`src/rtl/gpc_6_3_if.sv`:
```
// Operand/result bundle for the 6:3 GPC leaf cell.
// The producer side uses master and the counter cell uses slave.
interface gpc_6_3_if;
    logic       in_valid;
    logic [5:0] src0;
    logic [2:0] dst;
    logic       out_valid;

    modport master (
        output in_valid,
        output src0,
        input  dst,
        input  out_valid
    );

    modport slave (
        input  in_valid,
        input  src0,
        output dst,
        output out_valid
    );
endinterface

```
`src/rtl/gpc_6_3.sv`:
```
// Registered 6:3 generalized parallel counter: dst = number of ones in src0.
// This cell is one pipeline stage of a compressor tree.
module gpc_6_3 (
    input  logic      clk,
    input  logic      rst,
    gpc_6_3_if.slave  bus
);
    logic       sa, ca, sb, cb, k;
    logic [2:0] count;
    logic [2:0] dst_q;
    logic       valid_q;

    // Two full adders reduce the six bits to one weight-1 sum pair and three weight-2 carries
    always_comb begin
        sa    = bus.src0[0] ^ bus.src0[1] ^ bus.src0[2];
        ca    = (bus.src0[0] & bus.src0[1]) | (bus.src0[0] & bus.src0[2]) | (bus.src0[1] & bus.src0[2]);
        sb    = bus.src0[3] ^ bus.src0[4] ^ bus.src0[5];
        cb    = (bus.src0[3] & bus.src0[4]) | (bus.src0[3] & bus.src0[5]) | (bus.src0[4] & bus.src0[5]);
        k     = sa & sb;
        count = {(ca & cb) | (ca & k) | (cb & k), ca ^ cb ^ k, sa ^ sb};
    end

    // dst only loads on valid input, so idle cycles leave it unchanged
    always_ff @(posedge clk) begin
        if (rst) begin
            dst_q   <= '0;
            valid_q <= 1'b0;
        end else begin
            valid_q <= bus.in_valid;
            if (bus.in_valid)
                dst_q <= count;
        end
    end

    assign bus.dst       = dst_q;
    assign bus.out_valid = valid_q;
endmodule

```
`src/flat_wrapper.sv`:
```
// flat-port wrapper written by rule: the top's interface ports become plain ports
module gpc_6_3_flat 
  (clk, rst, bus_in_valid, bus_src0, bus_dst, bus_out_valid);
  gpc_6_3_if bus_i ();
  input  logic clk;
  input  logic rst;
  input wire logic [$bits(bus_i.in_valid)-1:0] bus_in_valid;
  input wire logic [$bits(bus_i.src0)-1:0] bus_src0;
  output wire logic [$bits(bus_i.dst)-1:0] bus_dst;
  output wire logic [$bits(bus_i.out_valid)-1:0] bus_out_valid;
  assign bus_i.in_valid = bus_in_valid;
  assign bus_i.src0 = bus_src0;
  assign bus_dst = bus_i.dst;
  assign bus_out_valid = bus_i.out_valid;
  gpc_6_3 u_core (.clk(clk), .rst(rst), .bus(bus_i));
endmodule
```
`config.mk`:
```
export PLATFORM = sky130hd
export DESIGN_NAME = gpc_6_3_flat
export DESIGN_NICKNAME = d
export VERILOG_FILES = /design/src/rtl/gpc_6_3_if.sv /design/src/rtl/gpc_6_3.sv /design/src/flat_wrapper.sv
export SDC_FILE = /design/constraint.sdc
export NUM_CORES = 1
export LEC_CHECK = 0
export BUFFER_PORTS_ARGS = -buffer_cell sky130_fd_sc_hd__clkbuf_2
export CAP_MARGIN = 20
export CORE_AREA = 2 2 39 41
export CTS_CLUSTER_SIZE = 24
export DETAILED_ROUTE_END_ITERATION = 10
export DIE_AREA = 0 0 41 43
export PLACE_DENSITY = 0.39
export REMOVE_ABC_BUFFERS = 1
export SLEW_MARGIN = 20
export SYNTH_ARGS = -nofsm -noshare
export SYNTH_HDL_FRONTEND = slang
export SYNTH_SLANG_ARGS = --single-unit
```
`constraint.sdc`:
```
create_clock -name clk -period 3.6 [get_ports clk]
set_input_delay 0.72 -clock clk [delete_from_list [all_inputs] [get_ports clk]]
set_output_delay 0.72 -clock clk [all_outputs]
set_load 0.05 [all_outputs]
```
==> results of run 1 <==
flip-flops by register name, summed over array words and instances, names as in the netlist:
signal                cells
u_core.bus.dst            3
u_core.bus.out_valid      1
final cells by class:
| type | count | area, um2 | share of cell area |
|---|---|---|---|
| multi-input cells | 11 | 120.1 | 0.3735 |
| clock buffers | 3 | 22.52 | 0.07004 |
| repair buffers | 12 | 60.06 | 0.1868 |
| well taps | 16 | 20.02 | 0.06226 |
| inverters | 5 | 18.77 | 0.05837 |
| flip-flops and latches | 4 | 80.08 | 0.2490 |
kinds of logic (layout without fill, tap and decap cells):
kind of cell             after synthesis  count (layout)  share of synthesized area
multiplexers                           3               3                     0.1371
buffers and inverters                  5              20                    0.08572
adder cells (fa/ha/maj)                4               4                     0.3314
AND/OR/NAND/NOR                        4               4                    0.08001
flip-flops                             4               4                     0.3657
power groups by stage:
| stage | Sequential [mW] | Clock (mW) | Combinational (mW) |
|---|---|---|---|
| after detailed placement | 0.0524 | 0 | 0.0476 |
| after global routing | 0.0522 | 0.0644 | 0.0538 |
| after global placement | 0.0523 | 0 | 0.0475 |
| after floorplan | 0.0692 | 0 | 0.0163 |
| after CTS | 0.0517 | 0.0576 | 0.0485 |
| final | 0.0518 | 0.0544 | 0.0475 |
synth_stat cells:
library cell / number
dfxtp_1: 4
fa_1: 3
ha_1: 1
inv_1: 5
mux2i_1: 3
nor2_1: 3
nor2b_1: 1
worst max-delay path: stages:
cell	delay, ns
clkbuf_2	0.07
inv_1	0.05
fa_1	0.53
inv_1	0.04
ha_1	0.19
fa_1	0.44
mux2i_1	0.14
nor2_1	0.05
metrics by stage:
stage | power, mW | hold slack (ns)
2_1_floorplan | 0.08548 | 0.7326
3_3_place_gp | 0.09983 | 0.4827
3_5_place_dp | 0.09995 | 0.4847
4_1_cts | 0.1577 | 0.5012
5_1_grt | 0.1704 | 0.5345
6_report | 0.1537 | 0.4884
path summary, 6_finish.rpt:
kind	startpoint	end	slack (ns)
setup / recovery	bus_src0[0]	u_core.bus.dst[1]	1.48
hold / removal	u_core.bus.dst[2]	u_core.bus.dst[2]	0.49
setup reg to reg	u_core.bus.dst[1]	u_core.bus.dst[1]	3.01
hold reg to reg	u_core.bus.dst[2]	u_core.bus.dst[2]	0.49
cells in the final DEF (no fill, tap or decap), drive strengths merged:
cell    count
clkbuf     15
fa          3
nor2        3
inv         5
nor2b       1
ha          1
mux2i       3
dfxtp       4
routing by layer:
metal	routed length (um)	track usage	share of wire	vias up
li1	-	-	-	89
met1	189	0.09091	0.49	77
met2	134	0.06875	0.34	13
met3	66	0.06806	0.17	0
met4	0	0.06000	0	0
met5	0	0	0	-
==> impl_results.md, run 1 <==
- Status: complete, no violations
- Max cap viols: 0
- Min Tclk post-route: 2.116 ns
- First-pass GRT wire length: roughly 750 um
- Setup crit end kind: register
- Final instance area: around 320 um2
- Mapped Area: 219.0 um2
- Core Util, Final: 0.2324
- Via count: about 180
- Slew Viols, Final: 0
- RSZ-0062 raised after global routing: false
- Synth cell types: 7
- GPL Wtd Cong: ~0.63
- Synth Area per Inst: approximately 11 um2
- Non-Filler Instances: 51
- Number of I/O port buffers: 12
- Layout fillers: 144
- Gr usage total: 0.07251
- Final Cycle Share: 0.5878
- #FFs+latches synth: 4
- DR pass1 iterations: 4
- Pwr/cell area: approximately 480 mW/mm2
- FMAX: 0.4726 GHz
- Register share of total power: 0.337
- Synth top area share: 0.3657
- CTS root buf: clkbuf_4
- Hold-fix buffers, CTS: 0
- Largest net degree at the start of global routing: 5
- GR Overflow Total: 0
- Worst setup SP type: input pin
- Die height: 43 um
- Placed cells: 48
- Relative slew slack: 0.8134
- Clock Path Buffers: 2
- Clk sinks: 4
- H-tree depth: 1
- Share of layout cells above drive strength 1: 0.4286
- Min-Delay Path Depth: 2
- Hold Vio Cnt, Final: 0
- Switch Pwr: 50.56 uW
- Resize count post-CTS: 0
- TritonCTS clock tree: done
- Final setup TNS: 0 ns
- Starting Density: 0.1582
- Routed WL per cell: 7.627 um
- Switching part of the total: 0.3290
- Reg2reg path depth: 2
- Ant diodes: 0
- CTS buffer count: 3
- Later-pin clock latency in the skew report: between 0.2 and 0.25 ns
- Top post-synthesis cells by area: dfxtp_1 (37%), fa_1 (27%), mux2i_1 (14%), inv_1 (8.6%), ha_1 (5.7%)
- Vias in the first global route: 183
- Clock Skew: 0 ns
- Critical setup path kind: input pin to register
- ANT nets after route: 0
- Total die area: ~0.0018 mm2
- Post-synthesis sequential area ratio: 0.3657
- Lkg Pwr: ~0.18 nW
- Actual slew at the worst max-slew pin: 0.2811 ns
- DR vias/cell: between 3 and 4
- Post-CTS Repair Setup Buffers: 0
- IO Pins: 13
- Post-Place Worst Slack: roughly 1.3 ns
- Routed wire length: approximately 390 um
- Iteration-0 DRC Markers: 1
- Gate power share: 0.309
- Worst-path fanout max: 1
- Placed Area: 299.0 um2
- Placement Rows: 14
- Endpoints failing setup: 0
- Core Region: approximately 0.0014 mm2
- Ys Warns: 0
- Hold WC Path Type: register to register
- Max IR drop VDD: ~0.27 mV
- Layout area overhead: 46.86%
- Synth Instances: 20
- Initial antenna violation count: 0
- Int Power: ~100 uW
- CP Data Arrival Time: ~2.2 ns
- Worst Path Required: 3.72 ns
- Final #Nets: 50
- Largest area contributor in the netlist: dfxtp_1
- Detailed-route DRC error count: 0
- Clk network pwr share: 0.354
- Die X: a little over 40 um
- Post-route setup slack: between 1 and 1.5 ns
- Worst-path clk slew: about 0.040 ns
Power figures use the tool's default switching activity.
==> run 2: changes to the inputs <==
clock period = 2 ns   (was 3.6 ns; I/O delays follow)
==> impl_results.md, run 2 (same netlist as run 1, synthesis figures left out) <==
- Final Cycle Share: 0.9015
- Post-CTS Repair Setup Buffers: 0 (unchanged)
- RSZ-0062 raised after global routing: false
- Clock Path Buffers: 2 (unchanged)
- CP Data Arrival Time: 1.92 ns (-0.32 ns)
- Via count: 182 (+1.7%)
- Hold Vio Cnt, Final: 0 (unchanged)
- Status: complete, no violations
- Pwr/cell area: 853.3 mW/mm2 (+79%)
- Worst setup SP type: input pin
- Max cap viols: 0 (unchanged)
- Setup crit end kind: register
- Clk sinks: 4 (unchanged)
- Initial antenna violation count: 0 (unchanged)
- DR pass1 iterations: 1 (-3)
- First-pass GRT wire length: 703 um (-6.5%)
- Routed WL per cell: 8.196 um (+7.5%)
- Worst-path fanout max: 1 (unchanged)
- Total die area: 0.001763 mm2 (unchanged)
- Final #Nets: 50 (unchanged)
- Placed cells: 48 (unchanged)
- Lkg Pwr: 0.1803 nW (unchanged)
- Detailed-route DRC error count: 0 (unchanged)
- CTS root buf: clkbuf_4
- Share of layout cells above drive strength 1: 0.4286 (unchanged)
- Starting Density: 0.1582 (unchanged)
- GPL Wtd Cong: 0.6409 (+1.1%)
- Resize count post-CTS: 0 (unchanged)
- Actual slew at the worst max-slew pin: 0.2828 ns (+0.001696 ns)
- Layout area overhead: 46.86% (unchanged)
- Relative slew slack: 0.8123 (-0.001126)
- Slew Viols, Final: 0 (unchanged)
- Routed wire length: 418 um (+7.5%)
- Number of I/O port buffers: 12 (unchanged)
- IO Pins: 13 (unchanged)
- FMAX: about 0.55 GHz
- GR Overflow Total: 0 (unchanged)
- Later-pin clock latency in the skew report: 0.23 ns (about the same)
- DR vias/cell: 3.569 (+1.7%)
- Hold_ws: 0.3844 ns (-0.1039 ns)
- TritonCTS clock tree: done
- ANT nets after route: 0 (unchanged)
- Clock Skew: 0 ns (unchanged)
- Commonest non-fill, non-tap cells in the layout: clkbuf_2 (12), inv_1 (5), dfxtp_1 (4)
- Worst-path clk slew: 0.03 ns (about the same)
- Post-route setup slack: 0.1969 ns (-1.287 ns)
- Endpoints failing setup: 0 (unchanged)
- Placement Rows: 14 (unchanged)
- Hold-fix buffers, CTS: 0 (unchanged)
- Iteration-0 DRC Markers: 0 (-1)
- Die height: 43 um (unchanged)
- Max reg flops: 3 (unchanged)
- Most common cell after layout, fill and taps aside: clkbuf_2
- Gr usage total: 0.06452 (-0.007991)
- Core Region: 0.001384 mm2 (unchanged)
- Layout fillers: 164 (+14%)
- Worst Path Required: 2.12 ns (-1.60 ns)
- H-tree depth: 1 (unchanged)
- Vias in the first global route: 192 (+4.9%)
- Critical setup path kind: input pin to register
- Ant diodes: 0 (unchanged)
- Max IR drop VDD: 0.2779 mV (+4.0%)
- Min Tclk post-route: about 1.8 ns
- Largest net degree at the start of global routing: 5 (unchanged)
- Post-Place Worst Slack: -0.02819 ns (-1.286 ns)
- Hold WC Path Type: input pin to register
- CTS buffer count: 3 (unchanged)
- Non-Filler Instances: 51 (unchanged)
- Detail Placement HPWL: 378.3 um
- Die X: 41 um (unchanged)
==> run 2: where the power goes <==
part / internal (mW) / switching, mW
sequential: 0.0892 / 0.00403
combinational: 0.0294 / 0.0560
clock: 0.0668 / 0.0290
==> run 2: cell type report <==
cell class / count / area (um2) / share of cell area
Sequential cell: 4 / 80.08 / 0.2490
Tap cell: 16 / 20.02 / 0.06226
Inverter: 5 / 18.77 / 0.05837
Multi-Input combinational cell: 11 / 120.1 / 0.3735
Clock buffer: 3 / 22.52 / 0.07004
Timing Repair Buffer: 12 / 60.06 / 0.1868
==> run 2: critical path: stages <==
cell,delay [ns]
clkbuf_2,0.07
inv_1,0.04
fa_1,0.53
inv_1,0.05
ha_1,0.20
fa_1,0.44
mux2i_1,0.14
nor2_1,0.05
==> run 2: worst paths after layout <==
path                                         from              endpoint  slack, ns  cells past startpoint
worst max-delay path                  bus_src0[0]     u_core.bus.dst[1]       0.20                      8
worst min-delay path                          rst  u_core.bus.out_valid       0.38                      2
worst max register to register  u_core.bus.dst[2]     u_core.bus.dst[2]       1.41                      2
worst min register to register  u_core.bus.dst[1]     u_core.bus.dst[1]       0.50                      2
==> run 2: per-layer routing <==
| metal | up-vias | routed length, um | global-route usage |
|---|---|---|---|
| met1 | 79 | 190 | 0.06840 |
| met5 | - | 0 | 0 |
| met3 | 0 | 63 | 0.02094 |
| li1 | 90 | - | - |
| met4 | 0 | 0 | 0.08000 |
| met2 | 13 | 164 | 0.08438 |
==> run 2: metrics by stage <==
| step | instance area [um2] | total power [mW] | util | setup TNS [ns] |
|---|---|---|---|---|
| after floorplan | 219.0 | 0.1539 | - | 0 |
| after global placement | 299.0 | 0.1803 | 0.2161 | -0.03424 |
| after detailed placement | 299.0 | 0.1808 | 0.2161 | -0.02819 |
| after CTS | 321.6 | 0.2823 | 0.2324 | 0 |
| after global routing | 321.6 | 0.3027 | 0.2324 | 0 |
| final | 321.6 | 0.2744 | 0.2324 | 0 |
